--- config.mk ---
export PLATFORM = sky130hd
export DESIGN_NAME = inst_fetch_queue
export DESIGN_NICKNAME = d
export VERILOG_FILES = /design/src/rtl/inst_fetch_queue.sv
export SDC_FILE = /design/constraint.sdc
export NUM_CORES = 1
export LEC_CHECK = 0
export CAP_MARGIN = 40
export CORE_ASPECT_RATIO = 1.25
export CORE_MARGIN = 2
export CORE_UTILIZATION = 43
export DETAILED_ROUTE_END_ITERATION = 6
export DONT_BUFFER_PORTS = 1
export GPL_ROUTABILITY_DRIVEN = 0
export PLACE_DENSITY = 0.59
export SLEW_MARGIN = 25
export SYNTH_ARGS = -nofsm -noshare
export SYNTH_HDL_FRONTEND = slang
export SYNTH_SLANG_ARGS = --single-unit
--- constraint.sdc ---
create_clock -name clk -period 3.2 [get_ports clk]
set_input_delay 0.48 -clock clk [delete_from_list [all_inputs] [get_ports clk]]
set_output_delay 0.48 -clock clk [all_outputs]
set_load 0.02 [all_outputs]
--- src/rtl/inst_fetch_queue.sv ---
// Instruction fetch queue: sequential single-outstanding fetch from instruction memory
// into a small FIFO, with id tagging and redirect/flush handling.
module inst_fetch_queue #(
  parameter int          DEPTH     = 4,
  parameter logic [31:0] RESET_PC  = 32'h0000_0000,
  parameter int          IID_WIDTH = 64
) (
  input  logic                 clk,
  input  logic                 rst_n,
  input  logic                 ireq_valid,
  input  logic [31:0]          ireq_addr,
  output logic                 iresp_valid,
  input  logic                 iresp_ready,
  output logic [31:0]          iresp_addr,
  output logic [31:0]          iresp_inst,
  output logic [IID_WIDTH-1:0] iresp_inst_id,
  output logic                 mreq_valid,
  input  logic                 mreq_ready,
  output logic [31:0]          mreq_addr,
  input  logic                 mresp_valid,
  input  logic [31:0]          mresp_data
);

  // state  | meaning
  // S_IDLE | no request in flight, waiting for queue space
  // S_REQ  | mreq_valid held, waiting for mreq_ready
  // S_WAIT | request accepted, waiting for mresp_valid
  typedef enum logic [1:0] {S_IDLE, S_REQ, S_WAIT} state_t;

  localparam int PW = $clog2(DEPTH);
  localparam int CW = PW + 1;

  state_t               state, state_nxt;
  logic                 discard, discard_nxt;
  logic [31:0]          fetch_pc;
  logic [IID_WIDTH-1:0] next_id;
  logic [PW-1:0]        wr_ptr, rd_ptr;
  logic [CW-1:0]        count, count_nxt;
  logic [31:0]          pc_mem   [DEPTH];
  logic [31:0]          inst_mem [DEPTH];
  logic [IID_WIDTH-1:0] id_mem   [DEPTH];

  logic flush, push, pop, space_nxt;

  assign flush     = ireq_valid;
  assign push      = (state == S_WAIT) && mresp_valid && !discard && !flush;
  assign pop       = iresp_valid && iresp_ready && !flush;
  assign count_nxt = count + CW'(push) - CW'(pop);
  assign space_nxt = count_nxt < CW'(DEPTH);

  always_ff @(posedge clk or negedge rst_n) begin
    if (!rst_n) begin
      state   <= S_IDLE;
      discard <= 1'b0;
    end else begin
      state   <= state_nxt;
      discard <= discard_nxt;
    end
  end

  always_comb begin
    state_nxt   = state;
    discard_nxt = discard;
    case (state)
      S_IDLE: begin
        if (!flush && (count < CW'(DEPTH))) state_nxt = S_REQ;
      end
      S_REQ: begin
        // without a handshake a redirect just retargets mreq_addr via fetch_pc
        if (mreq_ready) begin
          state_nxt = S_WAIT;
          if (flush) discard_nxt = 1'b1;
        end
      end
      S_WAIT: begin
        if (mresp_valid) begin
          discard_nxt = 1'b0;
          if (flush)          state_nxt = S_IDLE;
          else if (space_nxt) state_nxt = S_REQ;
          else                state_nxt = S_IDLE;
        end else if (flush) begin
          discard_nxt = 1'b1;
        end
      end
      default: begin
        state_nxt   = S_IDLE;
        discard_nxt = 1'b0;
      end
    endcase
  end

  always_comb begin
    mreq_valid = (state == S_REQ);
    mreq_addr  = fetch_pc;
  end

  always_ff @(posedge clk or negedge rst_n) begin
    if (!rst_n) begin
      fetch_pc <= RESET_PC;
      next_id  <= '0;
      wr_ptr   <= '0;
      rd_ptr   <= '0;
      count    <= '0;
      for (int i = 0; i < DEPTH; i++) begin
        pc_mem[i]   <= '0;
        inst_mem[i] <= '0;
        id_mem[i]   <= '0;
      end
    end else if (flush) begin
      // ids keep counting across flushes so they stay unique
      fetch_pc <= {ireq_addr[31:2], 2'b00};
      wr_ptr   <= '0;
      rd_ptr   <= '0;
      count    <= '0;
    end else begin
      if (push) begin
        pc_mem[wr_ptr]   <= fetch_pc;
        inst_mem[wr_ptr] <= mresp_data;
        id_mem[wr_ptr]   <= next_id;
        wr_ptr           <= wr_ptr + PW'(1);
        fetch_pc         <= fetch_pc + 32'd4;
        next_id          <= next_id + IID_WIDTH'(1);
      end
      if (pop) rd_ptr <= rd_ptr + PW'(1);
      count <= count_nxt;
    end
  end

  assign iresp_valid   = (count != '0);
  assign iresp_addr    = pc_mem[rd_ptr];
  assign iresp_inst    = inst_mem[rd_ptr];
  assign iresp_inst_id = id_mem[rd_ptr];

endmodule

==> impl_metrics.json, run 1 <==
{
  "fin_nets": 1914,
  "rows": 102,
  "min_period_over_period": 1.03,
  "tightest_slew_ns": 4.13,
  "r2r_cells": 13,
  "clockBufferDepth": 3,
  "cts_tree": "built",
  "cts_root_buffer": "clkbuf_16",
  "grt_setup_unrepaired": "false",
  "grt_start_max_net_pins": 609,
  "yosys-top-cells-area": "dfrtp_1, mux2_2, mux4_2",
  "layout_min_cycle_time_ns": 3.30,
  "path_clk_slew_ns": 0.06,
  "slew_headroom": -1.75,
  "p_per_area_nw_per_um2": 650,
  "dp.cells": 2537,
  "drtAntennaViolNets": 0,
  "swShare": 0.281,
  "area_growth_syn_to_layout_pct": 13.7,
  "synth.distinct_cells": 47,
  "cp.arrival_ns": 2.51,
  "skew_ns": 0.0185,
  "grt.total_usage": 0.193,
  "yosysSeqAreaShare": 0.567,
  "final_max_slew_viol_count": 496,
  "layout_setup_ws_ns": -0.101,
  "initial_core_util": 0.434,
  "yosysMostFrequentCell": "dfrtp_1",
  "netlist_area_um2": 26900,
  "yosysTopAreaCell": "dfrtp_1",
  "power.share.combinational": 0.183,
  "setup_viol": 2,
  "wl_um": 60900,
  "start_kind": "input port",
  "reg2reg_slack_ns": 0.31,
  "maxCapViolCount": 0,
  "grt_overflow": 0,
  "violations": "hold timing, slew limit, setup timing",
  "p_int_mw": 14.3,
  "clock-sinks": 608,
  "avgRoutedWirePerCell_um": 22.4,
  "leakage_nw": 14.3,
  "drc": 0,
  "final_util": 0.493,
  "synth_flop_cell": "dfrtp_1",
  "ys_top_cells_by_count": "dfrtp_1, mux2_2, mux4_2, nand2_1, clkbuf_1",
  "io_pins": 232,
  "nFillCells": 5329,
  "min_path_type": "input port to asynchronous set/reset pin",
  "synth_area_per_cell_um2": 14.9,
  "path_max_fanout": 608,
  "hpwlAfterDp_um": 36800,
  "hold_violations": 129,
  "drive_gt1_frac": 0.404,
  "via_per_inst": 5.49,
  "die_w_um": 228,
  "critPathKind": "input port to asynchronous set/reset pin",
  "synth_top_area_frac": 0.567,
  "multi_input_area_um2": 11100,
  "htreeDepth": 2,
  "regArea_um2": 15200,
  "grt_pass1_vias": 16100,
  "die_area_um2": 64500,
  "clkPwrFrac": 0.365,
  "cts_hold_buffers": 63,
  "instances_no_fill": 2712,
  "drtIter0Drc": 1025,
  "ys.warnings.count": 0,
  "insertion_delay_ns": 0.63,
  "portBuffers": 0,
  "vdd_drop_max_uv": 433,
  "postCtsSetupRepairBufs": 0,
  "synth-edff-count": 0,
  "async_flop_share": 1.00,
  "seq_power_share": 0.452,
  "fmax_ghz": 0.303,
  "synthCells": 1806,
  "cp.depth": 0,
  "holdWs_ns": -0.442,
  "grt_pass1_wl_um": 96400,
  "cp.required_ns": 2.40,
  "firstDrtPassIters": 4,
  "ys_seq_elements": 608,
  "numCtsBuffers": 61,
  "grt_antenna_before_repair": 1,
  "cts_resized": 0,
  "core-area_um2": 61900,
  "dieHeight_um": 283,
  "outcome": "finished with violations",
  "critPathCaptureType": "asynchronous set/reset pin",
  "via_count": 14900,
  "p_sw_mw": 5.57
}
[per-layer routing]
| metal | vias up | GRT usage | routed length, um |
|---|---|---|---|
| met5 | - | 0 | 0 |
| met4 | 0 | 0.0580 | 1660 |
| met3 | 93 | 0.0417 | 2970 |
| met2 | 237 | 0.326 | 30500 |
| met1 | 7967 | 0.249 | 25800 |
| li1 | 6601 | - | - |
[final timing paths]
path,startpoint,to
setup reg to reg,state[0],state[0]
max in group clk,rd_ptr[0],iresp_inst[0]
hold reg to reg,id_mem[78],id_mem[78]
setup / recovery,rst_n,rd_ptr[0]
min in group clk,ireq_valid,discard
hold / removal,rst_n,pc_mem[43]
[stage by stage]
stage	power, mW	instance area, um2	setup TNS, ns	setup slack, ns	hold slack (ns)
detailed placement	12.8	27800	0	0.326	0.196
global placement	12.6	27800	0	0.423	0.204
floorplan	11.8	26900	0	0.597	0.184
global route	20.8	30500	0	0.0671	-0.476
CTS	20.2	30500	0	0.168	-0.480
finish	19.8	30500	-0.202	-0.101	-0.442
[registers in the layout, indices dropped and copies added (netlist names)]
register,count
wr_ptr,2
inst_mem,128
rd_ptr,2
count,3
discard,1
state,2
next_id,64
pc_mem,120
mreq_addr,30
id_mem,256
[kinds of logic after synthesis]
kind of cell / after synthesis / synth area share
flip-flops: 608 / 0.567
buffers and inverters: 150 / 0.0220
multiplexers: 610 / 0.309
XOR/XNOR: 97 / 0.0316
adder cells (fa/ha/maj): 13 / 0.00634
AND/OR/NAND/NOR: 264 / 0.0526
AO/OA/AOI/OAI: 63 / 0.0120
other: 1 / 0.000140
[placed cells by master, fill, tap and decap left out, types with 5 or more instances in the layout]
master         instances
and4_1                 8
buf_12                17
mux4_2               126
clkbuf_8              14
clkbuf_1              13
xnor2_1               61
and2_1                 6
mux2_2               483
a21oi_1                6
and3_1                12
clkinv_2              11
dfrtp_1              606
nor4_1                11
xor2_1                36
nor3_1                15
nor2_1                24
inv_1                 15
o21ai_0               54
clkbuf_16             61
nand4_1               30
nand3_1               32
nand2_1               95
buf_4                 13
bufinv_16              5
ha_1                  12
dlygate4sd3_1         62
[area by class of cell]
cell class | count | area share
Inverter | 16 | 0.00197
Multi-Input combinational cell | 1051 | 0.363
Clock buffer | 88 | 0.0579
Clock inverter | 21 | 0.00861
Antenna cell | 3 | 0.000246
Sequential cell | 608 | 0.499
Tap cell | 832 | 0.0341
Timing Repair Buffer | 93 | 0.0356
[power by group through the flow]
| stage | Combinational [mW] | Clock [mW] | Sequential (mW) |
|---|---|---|---|
| finish | 3.64 | 7.24 | 8.96 |
| global route | 3.91 | 7.78 | 9.07 |
| CTS | 3.75 | 7.47 | 8.97 |
| detailed placement | 3.64 | 0 | 9.11 |
| global placement | 3.58 | 0 | 9.05 |
| floorplan | 2.99 | 0 | 8.82 |
Note: power is estimated with default switching activity, not from simulation.
==> run 2, diff against run 1 <==
TNS_END_PERCENT = 100   (was not set)
==> results of run 2 <==
The final DEF is identical to that of run 1; final timing and power are the same.
==> run 3, diff against run 2 <==
RECOVER_POWER = 25   (was not set)
==> results of run 3 <==
The final DEF is identical to that of run 1; final timing and power are the same.
